## config.mk

```make
export PLATFORM = sky130hd
export DESIGN_NAME = bcd_display_scanner
export DESIGN_NICKNAME = d
export VERILOG_FILES = /design/src/rtl/bcd_disp_pkg.sv /design/src/rtl/bcd_to_seg.sv /design/src/rtl/bcd_display_scanner.sv
export SDC_FILE = /design/constraint.sdc
export NUM_CORES = 1
export LEC_CHECK = 0
export ABC_CLOCK_PERIOD_IN_PS = 1900
export CAP_MARGIN = 20
export CORE_MARGIN = 4
export CORE_UTILIZATION = 40
export CTS_CLUSTER_DIAMETER = 60
export DETAILED_ROUTE_END_ITERATION = 10
export GPL_ROUTABILITY_DRIVEN = 0
export GPL_TIMING_DRIVEN = 1
export PLACE_DENSITY = 0.67
export SYNTH_ARGS = -nofsm -noshare
export SYNTH_HDL_FRONTEND = slang
export SYNTH_SLANG_ARGS = --single-unit
export TNS_END_PERCENT = 1
```

## constraint.sdc

```tcl
create_clock -name clk -period 1.9 [get_ports clk]
set_input_delay 0.285 -clock clk [delete_from_list [all_inputs] [get_ports clk]]
set_output_delay 0.285 -clock clk [all_outputs]
set_load 0.05 [all_outputs]
```

## src/rtl/bcd_disp_pkg.sv

```systemverilog
// Shared constants for the two-digit seven-segment scanner: active-high
// segment patterns ({g,f,e,d,c,b,a}) and the digit-phase encoding.
package bcd_disp_pkg;

    localparam logic [6:0] SEG_0     = 7'h3F;
    localparam logic [6:0] SEG_1     = 7'h06;
    localparam logic [6:0] SEG_2     = 7'h5B;
    localparam logic [6:0] SEG_3     = 7'h4F;
    localparam logic [6:0] SEG_4     = 7'h66;
    localparam logic [6:0] SEG_5     = 7'h6D;
    localparam logic [6:0] SEG_6     = 7'h7D;
    localparam logic [6:0] SEG_7     = 7'h07;
    localparam logic [6:0] SEG_8     = 7'h7F;
    localparam logic [6:0] SEG_9     = 7'h6F;
    localparam logic [6:0] SEG_DASH  = 7'h40;
    localparam logic [6:0] SEG_BLANK = 7'h00;

    typedef enum logic {
        PH_UNITS = 1'b0,
        PH_TENS  = 1'b1
    } phase_t;

endpackage

```

## src/rtl/bcd_to_seg.sv

```systemverilog
// Combinational BCD digit to active-high seven-segment pattern; non-BCD
// codes show a dash so bad input is visible on the display.
module bcd_to_seg
    import bcd_disp_pkg::*;
(
    input  logic [3:0] digit,
    output logic [6:0] pattern
);

    always_comb begin
        pattern = SEG_DASH;
        case (digit)
            4'd0:    pattern = SEG_0;
            4'd1:    pattern = SEG_1;
            4'd2:    pattern = SEG_2;
            4'd3:    pattern = SEG_3;
            4'd4:    pattern = SEG_4;
            4'd5:    pattern = SEG_5;
            4'd6:    pattern = SEG_6;
            4'd7:    pattern = SEG_7;
            4'd8:    pattern = SEG_8;
            4'd9:    pattern = SEG_9;
            default: pattern = SEG_DASH;
        endcase
    end

endmodule

```

## src/rtl/bcd_display_scanner.sv

```systemverilog
// Two-digit multiplexed seven-segment driver. New values wait in a pending
// register and reach the displayed (shadow) register only at a frame boundary.
module bcd_display_scanner
    import bcd_disp_pkg::*;
#(
    parameter int unsigned REFRESH_DIV    = 4,
    parameter bit          BLANK_LEADING  = 1'b1,
    parameter bit          SEG_ACTIVE_LOW = 1'b1
) (
    input  logic       clk,
    input  logic       rst,
    input  logic       load,
    input  logic [3:0] tens_in,
    input  logic [3:0] units_in,
    output logic [6:0] seg,
    output logic [1:0] an,
    output logic       frame_start,
    output logic       err
);

    localparam int unsigned   PW        = $clog2(REFRESH_DIV);
    localparam logic [PW-1:0] PCNT_LAST = PW'(REFRESH_DIV - 1);
    localparam logic [6:0]    SEG_OFF   = SEG_ACTIVE_LOW ? 7'h7F : 7'h00;

    logic [PW-1:0] pcnt;
    phase_t        phase;
    logic [3:0]    p_tens, p_units;
    logic          p_valid;
    logic [3:0]    s_tens, s_units;

    logic [3:0] digit;
    logic [6:0] pattern;
    logic [6:0] seg_next;
    logic       terminal;
    logic       commit;

    assign terminal = (pcnt == PCNT_LAST);
    assign commit   = terminal && (phase == PH_TENS);
    assign digit    = (phase == PH_TENS) ? s_tens : s_units;

    bcd_to_seg u_dec (
        .digit   (digit),
        .pattern (pattern)
    );

    always_comb begin
        seg_next = pattern;
        if (BLANK_LEADING && (phase == PH_TENS) && (s_tens == 4'd0))
            seg_next = SEG_BLANK;
        if (SEG_ACTIVE_LOW)
            seg_next = ~seg_next;
    end

    always_ff @(posedge clk or posedge rst) begin
        if (rst) begin
            pcnt        <= '0;
            phase       <= PH_UNITS;
            p_tens      <= '0;
            p_units     <= '0;
            p_valid     <= 1'b0;
            s_tens      <= '0;
            s_units     <= '0;
            an          <= 2'b00;
            seg         <= SEG_OFF;
            frame_start <= 1'b0;
            err         <= 1'b0;
        end else begin
            if (terminal) begin
                pcnt  <= '0;
                phase <= (phase == PH_UNITS) ? PH_TENS : PH_UNITS;
            end else begin
                pcnt <= pcnt + 1'b1;
            end

            if (load) begin
                p_tens  <= tens_in;
                p_units <= units_in;
            end

            // A load landing on the commit cycle bypasses pending straight to shadow.
            if (commit) begin
                p_valid <= 1'b0;
                if (load) begin
                    s_tens  <= tens_in;
                    s_units <= units_in;
                end else if (p_valid) begin
                    s_tens  <= p_tens;
                    s_units <= p_units;
                end
            end else if (load) begin
                p_valid <= 1'b1;
            end

            if (load && ((tens_in > 4'd9) || (units_in > 4'd9)))
                err <= 1'b1;

            an          <= (phase == PH_UNITS) ? 2'b01 : 2'b10;
            seg         <= seg_next;
            frame_start <= (phase == PH_UNITS) && (pcnt == '0);
        end
    end

endmodule

```

==> impl_metrics.csv <==
group,metric,value,unit
run_status,run_status,"finished, final reports clean",
timing,relSlewSlack,66.7,%
layout,area_delta_synth_final,24.3,%
clocking,cts_setup_buffers,0,
power_and_ir_drop,power_leakage,0.828,nW
synth,synth_seq_cells,31,
synth,synth_fa_ha_area_share,5.95,%
synth,avgSynthCellArea,13.6,µm²
global_routing,grt-ovfl-total,0,
layout,layout.nets,156,
global_routing,grt_pass1_vias,939,
synth,synth_seq_area_share,53.3,%
clocking,clock_sinks,31,
die,dieArea,4720,µm²
timing,layout_setup_ws,0.177,ns
critical_path,cp.required,2.11,ns
synth,syn_inst,108,
clocking,root_buffer,"clkbuf_8",
critical_path,startpoint_type,"flip-flop",
critical_path,critPathLaunch,"phase",
timing,post-route-period-util,90.7,%
layout,final_cell_area,1830,µm²
layout,layout.cells.most_common_list,"24 x dfrtp_1, 14 x clkdlybuf4s50_1, 12 x buf_4",
die,die_w,68.7,µm
timing,holdWs,0.395,ns
global_routing,antenna_found_initial,0,
clocking,clockBufferDepth,2,
synth,synth_top_family_by_area,"multiplexers",
global_routing,track_usage,12.9,%
critical_path,crit_end,"seg[5]",
die,start_util,42.8,%
die,rows,21,
layout,drive_gt1_share,35.3,%
placement,place_area,1730,µm²
synth,synth.area.mux_share,17.8,%
layout,antenna_cells,0,
route,vias,897,
route,drt_iter0_drc,35,
timing,totalNegativeSetupSlack,0,ns
timing,maxSlewViolCount,0,
timing,skew,0.00591,ns
critical_path,rrSetupSlack,0.18,ns
synth,synth_area,1470,µm²
critical_path,worstRegToRegCells,6,
clocking,insertion_delay,0.28,ns
critical_path,rr_endpoint,"seg[5]",
route,wl_per_cell,13.6,µm
route,firstDrtPassIters,4,
timing,grt_setup_unrepaired,"no",
global_routing,grt_pass1_wl,4.28,mm
clocking,cts_tree,"done",
route,remaining_drc_errors,0,
placement,place_ws,0.0712,ns
synth,synth.distinct_cells,31,
route,drt_wl_total,2.52,mm
synth,synthSimpleGateAreaFrac,7.82,%
power_and_ir_drop,ir_worst_vdd,0.000488,V
clocking,cts_made_buffers,5,
timing,hold_violations,0,
critical_path,end_kind,"flip-flop",
flow_run,maxCapViolCount,0,
clocking,path_clk_slew,0.06,ns
die,fp.dieH,68.7,µm
timing,setup_viol,0,
synth,synth-xor-area-share,0.595,%
timing,tightest_slew,0.499,ns
timing,max_freq,0.580,GHz
synth,synth_fp_nets,126,
placement,dp_hpwl,1.81,mm
critical_path,crit_arrival,1.93,ns
critical_path,crit_path_max_fanout,4,
critical_path,rr_startpoint,"phase",
die,core-area,3440,µm²
route,via_per_inst,4.85,
die,ioPinCount,22,
worst_hold_path,hold_class,"in2async",
critical_path,worstSetupPathType,"reg2reg",
synth,synth_warnings,0,
placement,io_buffers,21,
timing,period_minus_slack,1.72,ns
power_and_ir_drop,power_density,908,nW/µm²
synth,synth_compound_area_share,10.8,%
layout,final_common_cell,"dfrtp_1",
route,drt.antenna.violating_nets,0,
global_routing,grt_max_degree,32,
clocking,cts_htree_levels,2,
[Yosys cell counts (all sizes together)]
master	n	area (µm²)
dfrtp	24	601
mux2	17	218
dfstp	7	184
ha	7	87.6
a21o	6	45.0
inv	6	22.5
a21oi	4	20.0
mux2i	4	43.8
nand2	4	15.0
nor2	4	15.0
buf	3	33.8
nor2b	3	18.8
o211ai	3	27.5
nand2b	2	15.0
nor3	2	10.0
o21ai	2	10.0
a211oi	1	7.51
a31oi	1	6.26
nand3	1	5.00
nand3b	1	7.51
nor4	1	21.3
o22ai	1	6.26
o31a	1	8.76
o32ai	1	27.5
or4	1	7.51
xor2	1	8.76
[kinds of logic (layout without fill, tap and decap cells)]
kind of cell    Yosys count  in the layout
flops                    31             31
mux                      21             21
compound gates           20             20
simple gates             19             19
buf+inv                   9             40
fa+ha+maj                 7              7
xor+xnor                  1              1
[metal layers]
layer / track usage [%] / vias to the layer above / wire, µm
met1: 15.3 / 420 / 1190
met3: 5.19 / 8 / 145
met4: 7.20 / 0 / 68
met2: 19.5 / 27 / 1120
met5: 0 / - / 0
li1: - / 442 / -
[through the flow]
stage	power (mW)	std cells	util (%)
3_5_place_dp	1.11	177	50.2
3_3_place_gp	1.10	177	50.2
6_report	1.66	185	53.2
4_1_cts	1.68	185	53.1
5_1_grt	1.75	185	53.2
2_1_floorplan	1.01	108	-
[power by group]
group	switching, mW	internal, mW	leakage, nW
combinational	0.181	0.140	0.426
sequential	0.0414	0.736	0.351
clock	0.233	0.330	0.0515
total	0.455	1.21	0.828
[worst min-delay path by stage]
stage	start	to	slack, ns	depth (start not counted)
final	rst	pcnt[1]	0.39	3
after global routing	rst	pcnt[1]	0.42	3
after CTS	rst	p_valid	0.40	3
after detailed placement	pcnt[0]	pcnt[0]	0.44	1
after global placement	pcnt[0]	pcnt[0]	0.44	1
after floorplan	phase	an[1]	0.37	0
[cell type report]
| type | instances | area [µm²] |
|---|---|---|
| Clock buffer | 8 | 100 |
| Fill cell | 297 | 1610 |
| Inverter | 6 | 22.5 |
| Multi-Input combinational cell | 68 | 636 |
| Sequential cell | 31 | 785 |
| Tap cell | 46 | 57.6 |
| Timing Repair Buffer | 26 | 230 |
[registers in the layout, summed over array words and instances (netlist names)]
register	cells
seg	7
p_tens	4
p_units	4
s_tens	4
s_units	4
an	2
pcnt	2
err	1
frame_start	1
p_valid	1
phase	1
[worst max-delay path, cell delays in order, from the launching register on]
cell and delay, ns:
dfrtp_1 0.43, mux2i_2 0.33, inv_1 0.11, ha_1 0.23
a211oi_1 0.24, o22ai_1 0.13, a21o_1 0.19
[timing repair]
action,CTS,global route
endpoints found under the setup margin,0,1
endpoints found under the hold margin,0,0
gates resized for setup,0,1
hold buffers,0,0
No activity file was read; power rests on OpenSTA's default activity.
